<file path="src/rtl/keypad_pkg.sv">
// Shared types and constants for the 4x4 keypad scanner.
package keypad_pkg;

  localparam int unsigned KeyCodeW = 4;
  localparam int unsigned NumRows  = 4;
  localparam int unsigned NumCols  = 4;

  typedef enum logic [1:0] {
    StScan,
    StDebounce,
    StHeld,
    StRelease
  } state_e;

  // Lowest-indexed active-low row wins when several rows are pulled down together.
  function automatic logic [1:0] first_low_row(input logic [NumRows-1:0] rows);
    if (!rows[0]) begin
      first_low_row = 2'd0;
    end else if (!rows[1]) begin
      first_low_row = 2'd1;
    end else if (!rows[2]) begin
      first_low_row = 2'd2;
    end else begin
      first_low_row = 2'd3;
    end
  endfunction

endpackage

</file>
<file path="src/rtl/sync_2ff.sv">
// Two-flop synchronizer for asynchronous level inputs, with a synchronous reset value.
module sync_2ff #(
  parameter int unsigned      Width    = 4,
  parameter logic [Width-1:0] ResetVal = '1
) (
  input  logic             clk_i,
  input  logic             clr_i,
  input  logic [Width-1:0] d_i,
  output logic [Width-1:0] q_o
);

  logic [Width-1:0] s1_q;
  logic [Width-1:0] s2_q;

  always_ff @(posedge clk_i) begin
    if (clr_i) begin
      s1_q <= ResetVal;
      s2_q <= ResetVal;
    end else begin
      s1_q <= d_i;
      s2_q <= s1_q;
    end
  end

  assign q_o = s2_q;

endmodule

</file>
<file path="src/rtl/keypad_scanner.sv">
// 4x4 matrix keypad scanner: column sweep, debounced press/release, key code and strobe.
module keypad_scanner
  import keypad_pkg::*;
#(
  parameter int unsigned SCAN_DIV       = 50000,
  parameter int unsigned DEBOUNCE_COUNT = 20,
  parameter int unsigned DIV_WIDTH      = 16
) (
  input  logic                clk,
  input  logic                clr,
  input  logic [3:0]          row,
  output logic [3:0]          col,
  output logic [KeyCodeW-1:0] key_code,
  output logic                key_valid,
  output logic                key_held
);

  localparam int unsigned          CntW     = $clog2(DEBOUNCE_COUNT + 1) < 1 ? 1 :
                                              $clog2(DEBOUNCE_COUNT + 1);
  localparam logic [DIV_WIDTH-1:0] DivLast  = DIV_WIDTH'(SCAN_DIV - 1);
  localparam logic [CntW-1:0]      CntOne   = CntW'(1);
  localparam logic [CntW-1:0]      CntDone  = CntW'(DEBOUNCE_COUNT);
  localparam bit                   OneShot  = (DEBOUNCE_COUNT <= 1);

  logic [3:0]          row_sync;
  logic [DIV_WIDTH-1:0] div_q;
  logic                sample;
  state_e              state_q;
  logic [1:0]          col_idx_q;
  logic [3:0]          col_q;
  logic [CntW-1:0]     cnt_q;
  logic [CntW-1:0]     cnt_inc;
  logic [1:0]          cand_row_q;
  logic                cand_low;
  logic                any_low;
  logic [KeyCodeW-1:0] key_code_q;
  logic                key_valid_q;
  logic                key_held_q;

  sync_2ff #(
    .Width   (4),
    .ResetVal(4'hF)
  ) u_row_sync (
    .clk_i(clk),
    .clr_i(clr),
    .d_i  (row),
    .q_o  (row_sync)
  );

  assign sample   = (div_q == DivLast);
  assign cnt_inc  = cnt_q + CntOne;
  assign cand_low = ~row_sync[cand_row_q];
  assign any_low  = ~&row_sync;

  always_ff @(posedge clk) begin
    if (clr || sample) begin
      div_q <= '0;
    end else begin
      div_q <= div_q + 1'b1;
    end
  end

  always_ff @(posedge clk) begin
    if (clr) begin
      state_q     <= StScan;
      col_idx_q   <= 2'd0;
      col_q       <= 4'b1110;
      cnt_q       <= '0;
      cand_row_q  <= 2'd0;
      key_code_q  <= '0;
      key_valid_q <= 1'b0;
      key_held_q  <= 1'b0;
    end else begin
      key_valid_q <= 1'b0;
      if (sample) begin
        unique case (state_q)
          StScan: begin
            if (any_low) begin
              // Column stays frozen on the candidate until it is accepted or rejected.
              cand_row_q <= first_low_row(row_sync);
              cnt_q      <= CntOne;
              if (OneShot) begin
                key_code_q  <= {first_low_row(row_sync), col_idx_q};
                key_valid_q <= 1'b1;
                key_held_q  <= 1'b1;
                state_q     <= StHeld;
              end else begin
                state_q <= StDebounce;
              end
            end else begin
              col_idx_q <= col_idx_q + 2'd1;
              col_q     <= {col_q[2:0], col_q[3]};
            end
          end
          StDebounce: begin
            if (!cand_low) begin
              cnt_q     <= '0;
              state_q   <= StScan;
              col_idx_q <= col_idx_q + 2'd1;
              col_q     <= {col_q[2:0], col_q[3]};
            end else if (cnt_inc == CntDone) begin
              cnt_q       <= '0;
              key_code_q  <= {cand_row_q, col_idx_q};
              key_valid_q <= 1'b1;
              key_held_q  <= 1'b1;
              state_q     <= StHeld;
            end else begin
              cnt_q <= cnt_inc;
            end
          end
          StHeld: begin
            // Other rows are ignored here; only the accepted key's row matters.
            if (!cand_low) begin
              if (OneShot) begin
                cnt_q      <= '0;
                key_held_q <= 1'b0;
                state_q    <= StScan;
                col_idx_q  <= col_idx_q + 2'd1;
                col_q      <= {col_q[2:0], col_q[3]};
              end else begin
                cnt_q   <= CntOne;
                state_q <= StRelease;
              end
            end
          end
          StRelease: begin
            if (cand_low) begin
              cnt_q   <= '0;
              state_q <= StHeld;
            end else if (cnt_inc == CntDone) begin
              cnt_q      <= '0;
              key_held_q <= 1'b0;
              state_q    <= StScan;
              col_idx_q  <= col_idx_q + 2'd1;
              col_q      <= {col_q[2:0], col_q[3]};
            end else begin
              cnt_q <= cnt_inc;
            end
          end
          default: state_q <= StScan;
        endcase
      end
    end
  end

  assign col       = col_q;
  assign key_code  = key_code_q;
  assign key_valid = key_valid_q;
  assign key_held  = key_held_q;

endmodule
</file>
<file path="config.mk">
export PLATFORM = sky130hd
export DESIGN_NAME = keypad_scanner
export DESIGN_NICKNAME = d
export VERILOG_FILES = /design/src/rtl/keypad_pkg.sv /design/src/rtl/sync_2ff.sv /design/src/rtl/keypad_scanner.sv
export SDC_FILE = /design/constraint.sdc
export NUM_CORES = 1
export LEC_CHECK = 0
export ABC_CLOCK_PERIOD_IN_PS = 3700
export CAP_MARGIN = 5
export CORE_MARGIN = 2
export CORE_UTILIZATION = 35
export DETAILED_ROUTE_END_ITERATION = 6
export GPL_TIMING_DRIVEN = 0
export SLEW_MARGIN = 20
export SYNTH_ARGS = -nofsm -noshare
export SYNTH_HDL_FRONTEND = slang
export SYNTH_SLANG_ARGS = --single-unit
</file>
<file path="constraint.sdc">
create_clock -name clk -period 3.7 [get_ports clk]
set_input_delay 0.74 -clock clk [delete_from_list [all_inputs] [get_ports clk]]
set_output_delay 0.74 -clock clk [all_outputs]
set_load 0.02 [all_outputs]
</file>
# [Yosys cells after proc, flatten, opt, wreduce, memory -nomap -nowiden]
# Index checks and enable logic that the tools add are counted.
[word_totals] register_bits=45 latch_bits=0 ram_bits=0 mem_bits_ro=0 input_bits=6 out_inout_bits=10 elab_cells=80 n_memories=0
[op_classes] add_sub_neg=3 n_mul=0 div_mod_pow=0 n_lt_le_gt_ge=1 n_eq_ne=15 n_shift=0 mux=34 bitwise_logic=4 reduce_logical=12
[op_table] operator="5-bit two-way mux" n=5
[op_table] operator="2-bit two-way mux" n=12
[op_table] operator="5-bit one-hot mux with 4 select lines" n=1
[op_table] operator="16-bit by 1-bit adder with 16-bit output, second input constant" n=1
[op_table] operator="16-bit == test, second input constant" n=1
[op_table] operator="4-bit two-way mux" n=4
[op_table] operator="2-bit inequality test, second input constant" n=8
[op_table] operator="4-bit one-hot mux with 3 select lines" n=1
[op_table] operator="6-bit AND reduction" n=2
[op_table] operator="2-bit one-hot mux with 4 select lines" n=1
[op_table] operator="4-bit AND reduction" n=2
[op_table] operator="1-bit two-way mux" n=7
[op_table] operator="3-bit inequality test, second input constant" n=2
[op_table] operator="2-bit one-hot mux with 3 select lines" n=1
[op_table] operator="3-bit AND reduction" n=2
[op_table] operator="5-bit by 1-bit adder with 5-bit output, second input constant" n=1
[op_table] operator="5-bit == test, second input constant" n=1
[op_table] operator="5-bit AND reduction" n=1
[op_table] operator="2-bit == test, second input constant" n=2
[op_table] operator="1-bit NOT" n=4
[op_table] operator="4-bit OR reduction" n=1
[op_table] operator="2-bit by 3-bit < comparator with 1-bit output, second input constant" n=1
[op_table] operator="3-bit nonzero test" n=1
[op_table] operator="2-bit by 1-bit adder with 2-bit output, second input constant" n=1
[op_table] operator="other kinds (6)" n=6

# [Logic depth before layout (Yosys ltp)]
# Gate-level depths: netlist (run 1).
[depth] depth_word=5 mapped_depth=7 depth_no_buf=6

# [Modules after synthesis]
# A second synthesis (run 1) with hierarchy kept.
[unflattened] cells_unflattened=209 hier_area_um2=1984.4
[by_module_without_submodules] mod="keypad_scanner" n_inst=1 cells_each=193 area_per_inst_um2=1774.2 seq_area_each_um2=740.7
[by_module_without_submodules] mod="sync_2ff" n_inst=1 cells_each=16 area_per_inst_um2=210.2 seq_area_each_um2=160.2

# [Worst setup path before layout (run 1)]
# No wires, ideal clock.
[synth_timing] kind="register to register" from="reg div_q[11]" to="reg col_q[1] (netlist: col[1])" setup_time_ps=120 arrival_ps=2085 t_required_ps=3580 slack_ps=1495 stages_incl_launch_ff=6 path_buffers=0 period_less_slack_ps=2205 path_cell_list="dfxtp_1 > or4b_1 > or4_4 > a221oi_4 > nor2b_1 > a211o_1"
[synth_via] elab_chain_cells=2
[synth_lines] item="from (decl)" line_no="keypad_scanner.sv:26" rtl="logic [DIV_WIDTH-1:0] div_q;"
[synth_lines] item="from (signal assigned)" line_no="keypad_scanner.sv:59" rtl="div_q <= div_q + 1'b1;"
[synth_lines] item="16-bit == test" line_no="keypad_scanner.sv:50" rtl="assign sample = (div_q == DivLast);"
[synth_lines] item="6-bit AND reduction (no line)"
[synth_lines] item="to (signal assigned)" line_no="keypad_scanner.sv:92" rtl="col_q <= {col_q[2:0], col_q[3]};"
[synth_lines] item="to (signal assigned)" line_no="keypad_scanner.sv:100" rtl="col_q <= {col_q[2:0], col_q[3]};"
[synth_lines] item="to (signal assigned)" line_no="keypad_scanner.sv:119" rtl="col_q <= {col_q[2:0], col_q[3]};"
[synth_lines] item="to (decl)" line_no="keypad_scanner.sv:30" rtl="logic [3:0] col_q;"
# Every way passes these cells.
# A chain may end at the register's enable or synchronous reset.

# [Worst setup path after layout (run 1)]
[layout_timing] from="reg div_q[11]" to="reg key_code_q[3] (netlist: key_code[3])"
[layout_via] elab_chain_cells=2
[layout_lines] item="16-bit == test" line_no="keypad_scanner.sv:50"
[layout_lines] item="4-bit AND reduction (no line)"
[layout_lines] item="to (signal assigned)" line_no="keypad_scanner.sv:83" rtl="key_code_q <= {first_low_row(row_sync), col_idx_q};"
[layout_lines] item="to (signal assigned)" line_no="keypad_scanner.sv:103" rtl="key_code_q <= {cand_row_q, col_idx_q};"
[layout_lines] item="to (decl)" line_no="keypad_scanner.sv:36" rtl="logic [KeyCodeW-1:0] key_code_q;"
# Every way passes these cells.

==> results.toml, run 1 <==
[critical_path]
rr_startpoint = "div_q[11]$_SDFF_PP0_"
worstPathRequired_ps = 3870
worst-path-max-fanout = 6
cp_slowest_cell = "nor4_1"
cp_cell_sequence = "or4b_1 -> nor4_1 -> nand4_1 -> mux2i_1 -> nor2_1"
critPathMaxStageDelay_ps = 780
path_buf_inv = 0
end_kind = "register"
path_class = "register to register"
r2r-end = "key_code[3]$_SDFFE_PP0P_"
r2r_cells = 5
cp-start-kind = "register"
cp_top_family = "simple AND/OR/NAND/NOR gates"
worstPathArrival_ps = 2890
r2r_slack_ps = 980

[global_routing]
antenna_found_initial = 0
grt_usage_pct = 12.4
grt_pass1_wl_mm = 5.98
grt_pass1_vias = 1303
grt_max_degree = 14
grt_overflow_total = 0

[die]
ios = 16
fp.dieH_um = 77.6
start_util_pct = 36.6
fp.dieArea_sq_mm = 0.00602
core_area_sq_mm = 0.00517
die_w_um = 77.6
row_count = 26

[logic_synthesis]
netlist_area_sq_mm = 0.00189
ys_warn_count = 0
yosysTopAreaCell = "dfxtp_1"
synth_top_area_share_pct = 47.6
synth_area_per_cell_sq_um = 9.29
synth_area_leaders = "dfxtp_1, nor2_1, xnor2_1, xor2_1, nand2_1"
syn_inst = 204
synth_edf_count = 0
ys_ff_latch = 45
yosysUniqueCellTypes = 44
synth_fp_nets = 212
ys_seq_area_share_pct = 47.6
synthArstFlopShare_pct = 0
synth_ff_type = "dfxtp_1"

[timing]
relSlewSlack_pct = 37.8
fmax_mhz = 368
worst_slack_ps = 979
rsz0062_at_grt = "no"
setup_tns_ps = 0
setup-violations-final = 0
worst_slew_pin_slew_ps = 924
fin_worst_skew_ps = 9.01
drv_slew = 0
hold_viol_final = 0
post-route-min-period_ps = 2720
finalCritPeriodShare_pct = 73.5

[power]
powerDensity_mw_per_mm2 = 394
p_leak_nw = 0.797
irDropWorstVdd_mv = 0.179

[min_path]
min_to = "u_row_sync.q_o[2]$_SDFF_PP1_"
hold_depth = 1
worstHoldStart = "u_row_sync.s1_q[2]$_SDFF_PP1_"
hold_class = "register to register"

[placement]
post-dp-hpwl_mm = 2.38
gp_congestion = 0.764
placed_area_sq_mm = 0.00213
placedCellCount = 289
portBuffers = 15
post-place-ws_ps = 1040

[clock_tree]
clockRootBuffer = "clkbuf_8"
clockBufferDepth = 2
clk_pin_slew_ps = 80
insertion_delay_ps = 300
postCtsSetupRepairBufs = 0
cts_tree = "yes"
cts_hold_buf = 0
cts-resized-gates = 0
cts_made_buffers = 5
cts_max_level = 2
clock_sinks = 45

[cells_and_area]
final_cells = 296
finalInstanceArea_sq_mm = 0.00224
n_antenna_cell = 0
fin_nets = 234
utilization_pct = 43.2
n_fill_cell = 499
drive_above_1_share_pct = 10.2
area_delta_synth_final_pct = 18.0

[route]
drtIter0Drc = 59
wirelength_mm = 3.39
drcViolationCount = 0
wl_per_cell_um = 11.5
drt_first_pass_iters = 5
antenna_left = 0
viasPerCell = 4.78
vias = 1415

[outcome]
status = "completed"

[flow_run]
cap_violations = 0
==> through the flow <==
step | hold WS [ps] | total power (W)
6_report | 402 | 0.000882
5_1_grt | 420 | 0.000918
4_1_cts | 412 | 0.000890
3_5_place_dp | 392 | 0.000538
3_3_place_gp | 391 | 0.000538
2_1_floorplan | 389 | 0.000526
==> routing by layer <==
metal	share of wire (%)	routed length (um)	vias to the layer above	track usage (%)
li1	-	-	746	-
met1	50	1710	650	16.2
met2	45	1530	14	19.0
met3	3.4	116	5	4.30
met4	1.1	36	0	4.82
met5	0	0	-	0
==> how the worst max path moves through the flow <==
stage,cells after the start,slack (ps),endpoint,startpoint
after floorplan,5,1500,col[1]$_SDFFE_PP1P_,div_q[11]$_SDFF_PP0_
after global placement,5,1050,key_code[3]$_SDFFE_PP0P_,div_q[11]$_SDFF_PP0_
after detailed placement,5,1040,key_code[0]$_SDFFE_PP0P_,div_q[11]$_SDFF_PP0_
after CTS,5,1020,key_code[3]$_SDFFE_PP0P_,div_q[11]$_SDFF_PP0_
after global routing,5,790,key_code[0]$_SDFFE_PP0P_,div_q[11]$_SDFF_PP0_
final,5,980,key_code[3]$_SDFFE_PP0P_,div_q[11]$_SDFF_PP0_
==> Yosys cell counts (4+ instances only) <==
cell type  number
dfxtp_1        45
a21oi_1         6
or2_2           9
nor2b_1         4
a211o_1         4
xor2_1          8
mux2i_1         6
nand3_1        10
xnor2_1         9
nand2_1        17
clkbuf_1        7
nor2_1         31
nor3_1          5
inv_1           4
==> final cells by class <==
class	count	area [sq um]	share of cell area, %
Clock inverter	2	35.0	1.57
Sequential cell	45	901	40.3
Clock buffer	5	68.8	3.08
Multi-Input combinational cell	147	947	42.4
Inverter	4	15.0	0.672
Buffer	8	31.3	1.40
Tap cell	70	87.6	3.92
Timing Repair Buffer	15	150	6.72
==> registers in the layout (all words and copies together) (netlist names), named ones only <==
signal           count
div_q               16
cnt_q                5
col                  4
key_code             4
u_row_sync.q_o       4
u_row_sync.s1_q      4
cand_row_q           2
col_idx_q            2
key_held             1
key_valid            1
state_q              1
==> cell families after synthesis <==
family                   Yosys count  synth area share, %
AND/OR/NAND/NOR                   97                 26.4
flip-flops                        45                 47.6
AO/OA/AOI/OAI                     24                 10.1
XOR/XNOR                          17                 7.86
buffers and inverters             12                 2.44
multiplexers                       7                 4.36
adder cells (fa/ha/maj)            2                 1.32
==> cells in the final DEF, fill, tap and decap left out, types with 4 or more instances in the layout <==
| master | n |
|---|---|
| nand2_1 | 17 |
| clkbuf_1 | 7 |
| dfxtp_1 | 45 |
| clkbuf_8 | 5 |
| or2_2 | 9 |
| nor3_1 | 5 |
| xnor2_1 | 9 |
| inv_1 | 4 |
| nand3_1 | 10 |
| nor2_1 | 31 |
| a21oi_1 | 6 |
| mux2i_1 | 6 |
| xor2_1 | 8 |
| clkdlybuf4s50_1 | 15 |
| nor2b_1 | 4 |
| a211o_1 | 4 |
==> where the power goes <==
part           switching [W]  internal [W]
registers         0.00000438      0.000491
clock network       0.000159      0.000196
logic              0.0000164     0.0000151
Power figures use the tool's default switching activity.
==> inputs of run 2 (changes only) <==
--- a/config.mk
+++ b/config.mk
@@ -5,7 +5,7 @@
 export SDC_FILE = /design/constraint.sdc
 export NUM_CORES = 1
 export LEC_CHECK = 0
-export ABC_CLOCK_PERIOD_IN_PS = 3700
+export ABC_CLOCK_PERIOD_IN_PS = 2500
 export CAP_MARGIN = 5
 export CORE_MARGIN = 2
 export CORE_UTILIZATION = 35
==> constraint.sdc (replaced) <==
create_clock -name clk -period 2.5 [get_ports clk]
set_input_delay 0.5 -clock clk [delete_from_list [all_inputs] [get_ports clk]]
set_output_delay 0.5 -clock clk [all_outputs]
set_load 0.02 [all_outputs]
==> results.toml, run 2 (synthesis gave the netlist of run 1 again) <==
[placement]
placed_area_sq_mm = 0.00213
post-dp-hpwl_mm = 2.38
gp_congestion = 0.764
post-place-ws_ps = -165
portBuffers = 15

[timing]
worst_slew_pin_slew_ps = 579
drv_slew = 0
worst_slack_ps = 144
fin_worst_skew_ps = 9.15
setup-violations-final = 0
fmax_mhz = 424
hold_viol_final = 0
post-route-min-period_ps = 2360
relSlewSlack_pct = 61.1
rsz0062_at_grt = "no"
finalCritPeriodShare_pct = 94.2
setup_tns_ps = 0

[route]
vias = 1418
viasPerCell = 4.76
drt_first_pass_iters = 4
wl_per_cell_um = 11.4
drtIter0Drc = 89
antenna_left = 0
wirelength_mm = 3.40
drcViolationCount = 0

[clock_tree]
cts_hold_buf = 0
cts_tree = "yes"
cts_made_buffers = 5
clk_pin_slew_ps = 80
insertion_delay_ps = 290
clockBufferDepth = 2
clockRootBuffer = "clkbuf_8"
clock_sinks = 45
cts_max_level = 2

[flow_run]
cap_violations = 0

[critical_path]
crit_start = "div_q[11]$_SDFF_PP0_"
worstPathArrival_ps = 2590
end_kind = "register"
r2r-end = "cand_row_q[0]$_SDFFE_PP0P_"
r2r_slack_ps = 140
worstPathRequired_ps = 2730
cp-start-kind = "register"
path_class = "register to register"
endpoint = "cand_row_q[0]$_SDFFE_PP0P_"
worst-path-max-fanout = 5
rr_startpoint = "div_q[11]$_SDFF_PP0_"
r2r_cells = 5

[die]
fp.dieH_um = 77.6
row_count = 26
ios = 16
fp.dieArea_sq_mm = 0.00602
core_area_sq_mm = 0.00517
die_w_um = 77.6
start_util_pct = 36.6

[cells_and_area]
layout_common_cells = "dfxtp_1, nor2_1, nand2_1"
regMostFlops = "div_q"
largest_reg_flops = 16
finalInstanceArea_sq_mm = 0.00228
reg_top3 = "div_q (16), cnt_q (5)"
final_common_cell = "dfxtp_1"
drive_above_1_share_pct = 11.4
area_delta_synth_final_pct = 20.3
fin_nets = 236
n_fill_cell = 499
n_antenna_cell = 0

[min_path]
hold_class = "register to register"

[global_routing]
grt_overflow_total = 0
grt_pass1_wl_mm = 6.04
grt_usage_pct = 12.5
grt_pass1_vias = 1318
grt_max_degree = 14
antenna_found_initial = 0

[power]
power.total_w = 0.00130
p_leak_nw = 0.825
irDropWorstVdd_mv = 0.266
powerDensity_mw_per_mm2 = 572

[outcome]
status = "completed"
[run 2: critical path, stage by stage, from the launching register on]
cell     delay [ps]
dfxtp_1         350
or4b_1          610
or4_4           560
or3_4           410
or2_1           240
a21oi_2         120
[run 2: cell type report]
cell class,count,area [sq um],share of cell area [%]
Multi-Input combinational cell,147,962,42.2
Sequential cell,45,901,39.5
Timing Repair Buffer,17,178,7.80
Tap cell,70,87.6,3.84
Clock buffer,5,68.8,3.02
Clock inverter,2,35.0,1.54
Buffer,8,31.3,1.37
Inverter,4,15.0,0.659
[run 2: power by group]
part           switching, W  total [W]  internal [W]
clock              0.000233   0.000523      0.000291
sequential       0.00000645   0.000733      0.000726
combinational     0.0000244  0.0000468     0.0000224
[run 2: worst min-delay path by stage]
stage	start	end	slack, ps	cells past startpoint
2_1_floorplan	u_row_sync.s1_q[0]$_SDFF_PP1_	u_row_sync.q_o[0]$_SDFF_PP1_	390	1
5_1_grt	u_row_sync.s1_q[2]$_SDFF_PP1_	u_row_sync.q_o[2]$_SDFF_PP1_	420	1
3_5_place_dp	u_row_sync.s1_q[3]$_SDFF_PP1_	u_row_sync.q_o[3]$_SDFF_PP1_	390	1
3_3_place_gp	u_row_sync.s1_q[2]$_SDFF_PP1_	u_row_sync.q_o[2]$_SDFF_PP1_	390	1
6_report	u_row_sync.s1_q[2]$_SDFF_PP1_	u_row_sync.q_o[2]$_SDFF_PP1_	400	1
4_1_cts	u_row_sync.s1_q[3]$_SDFF_PP1_	u_row_sync.q_o[3]$_SDFF_PP1_	410	1
[run 2: layer usage]
metal	vias to the layer above	global-route usage, %	wire (um)	part of all wire, %
met5	-	0	0	0
met4	0	4.82	15	0.44
met3	2	4.30	119	3.5
met2	17	19.2	1560	46
met1	649	16.3	1710	50
li1	750	-	-	-
[run 2: metrics by stage]
step | hold slack, ps | cells | utilization [%]
3_3_place_gp | 391 | 289 | 41.2
2_1_floorplan | 389 | 204 | -
3_5_place_dp | 392 | 289 | 41.2
5_1_grt | 420 | 298 | 44.0
4_1_cts | 412 | 296 | 43.3
6_report | 405 | 298 | 44.0
[run 2: what timing repair did]
action                     4_1_cts  5_1_grt
resized for setup                1        1
setup buffers                    0        2
setup endpoints to repair       15       11
pin swaps                        0        2
==> inputs of run 3 (changes only) <==
--- a/config.mk
+++ b/config.mk
@@ -11,7 +11,9 @@
 export CORE_UTILIZATION = 35
 export DETAILED_ROUTE_END_ITERATION = 6
 export GPL_TIMING_DRIVEN = 0
+export PLACE_DENSITY = 0.64
 export SLEW_MARGIN = 20
 export SYNTH_ARGS = -nofsm -noshare
 export SYNTH_HDL_FRONTEND = slang
 export SYNTH_SLANG_ARGS = --single-unit
+export TNS_END_PERCENT = 20
==> results.toml, run 3 (synthesis gave the netlist of run 1 again) <==
[critical_path]
r2r_cells = 6
worst-path-max-fanout = 10
critPathMaxStageDelay_ps = 580
worstPathArrival_ps = 2500
worstPathRequired_ps = 2690
cp_slowest_cell = "or4b_1"
end_kind = "register"
cp_cell_sequence = "or4b_1 -> nor4_2 -> or2_2 -> clkbuf_1 -> buf_2 -> nor2_1"
cp-start-kind = "register"
path_class = "register to register"

[die]
fp.dieArea_sq_mm = 0.00602
ios = 16
core_area_sq_mm = 0.00517
fp.dieH_um = 77.6
die_w_um = 77.6
start_util_pct = 36.6
row_count = 26

[clock_tree]
clockRootBuffer = "clkbuf_8"
cts_tree = "yes"
clockBufferDepth = 2
cts_max_level = 2
cts_made_buffers = 5
clk_pin_slew_ps = 80
insertion_delay_ps = 300
cts_hold_buf = 0
clock_sinks = 45

[cells_and_area]
drive_above_1_share_pct = 11.4
n_antenna_cell = 0
n_fill_cell = 515
regMostFlops = "div_q"
largest_reg_flops = 16
utilization_pct = 43.7
fin_nets = 235
reg_top3 = "div_q (16), cnt_q (5)"
layout_common_cells = "dfxtp_1, nor2_1, nand2_1"
finalInstanceArea_sq_mm = 0.00226
final_cells = 298
final_common_cell = "dfxtp_1"
area_delta_synth_final_pct = 19.3

[route]
wl_per_cell_um = 11.6
drt_first_pass_iters = 4
antenna_left = 0
vias = 1450
wirelength_mm = 3.45
drtIter0Drc = 39
viasPerCell = 4.87
drcViolationCount = 0

[power]
power.total_w = 0.00127
p_leak_nw = 0.804
irDropWorstVdd_mv = 0.232
powerDensity_mw_per_mm2 = 562

[timing]
fmax_mhz = 432
relSlewSlack_pct = 55.4
rsz0062_at_grt = "no"
post-route-min-period_ps = 2320
setup-violations-final = 0
drv_slew = 0
worst_hold_slack_ps = 411
hold_viol_final = 0
fin_worst_skew_ps = 7.38
finalCritPeriodShare_pct = 92.7
worst_slew_pin_slew_ps = 663

[min_path]
hold_class = "register to register"
hold_depth = 1

[global_routing]
grt_pass1_wl_mm = 6.16
antenna_found_initial = 0
grt_max_degree = 14
grt_pass1_vias = 1385
grt_overflow_total = 0
grt_usage_pct = 12.8

[placement]
post-dp-hpwl_mm = 2.42
gp_congestion = 0.764
placedCellCount = 289
placed_area_sq_mm = 0.00213
portBuffers = 15

[outcome]
status = "completed"

[flow_run]
cap_violations = 0
run 3: power breakdown:
part | internal, W | total (W) | switching (W)
Sequential | 0.000726 | 0.000733 | 0.00000638
Combinational | 0.0000224 | 0.0000467 | 0.0000244
Clock | 0.000250 | 0.000490 | 0.000240
Total | 0.000998 | 0.00127 | 0.000271
run 3: final cells by class:
type,instances,area [sq um],area share [%]
clock inverters,1,5.00,0.221
repair buffers,16,170,7.53
clock buffers,7,96.3,4.26
inverters,4,15.0,0.664
multi-input cells,147,953,42.2
well taps,70,87.6,3.88
plain buffers,8,31.3,1.38
flip-flops and latches,45,901,39.9
run 3: worst paths after layout:
check,from,to,slack [ps]
worst max-delay path,div_q[11]$_SDFF_PP0_,div_q[12]$_SDFF_PP0_,180
worst min-delay path,u_row_sync.s1_q[1]$_SDFF_PP1_,u_row_sync.q_o[1]$_SDFF_PP1_,410
worst max register to register,div_q[11]$_SDFF_PP0_,div_q[12]$_SDFF_PP0_,180
worst min register to register,u_row_sync.s1_q[1]$_SDFF_PP1_,u_row_sync.q_o[1]$_SDFF_PP1_,410
run 3: worst max-delay path: cells and delay by family (launching register included):
kind | cells | cell delay [ps]
and+or+nand+nor | 4 | 1330
buffers and inverters | 2 | 520
DFF | 1 | 360
run 3: repair_timing:
action                     in CTS  in global routing
pin swaps                       0                  2
buffers inserted                0                  1
gates resized for setup         1                  0
cloned                          0                  0
setup endpoints to repair      15                  9
run 3: routing by layer:
layer	routed length, um	global-route usage, %
met4	20	4.11
met5	0	0
met1	1700	14.7
met2	1600	21.8
met3	128	5.12
run 3: through the flow:
stage,TNS [ps],setup slack (ps)
floorplan,0,295
global placement,-1400,-136
detailed placement,-1270,-172
CTS,0,90.0
global route,0,4.56
finish,0,183
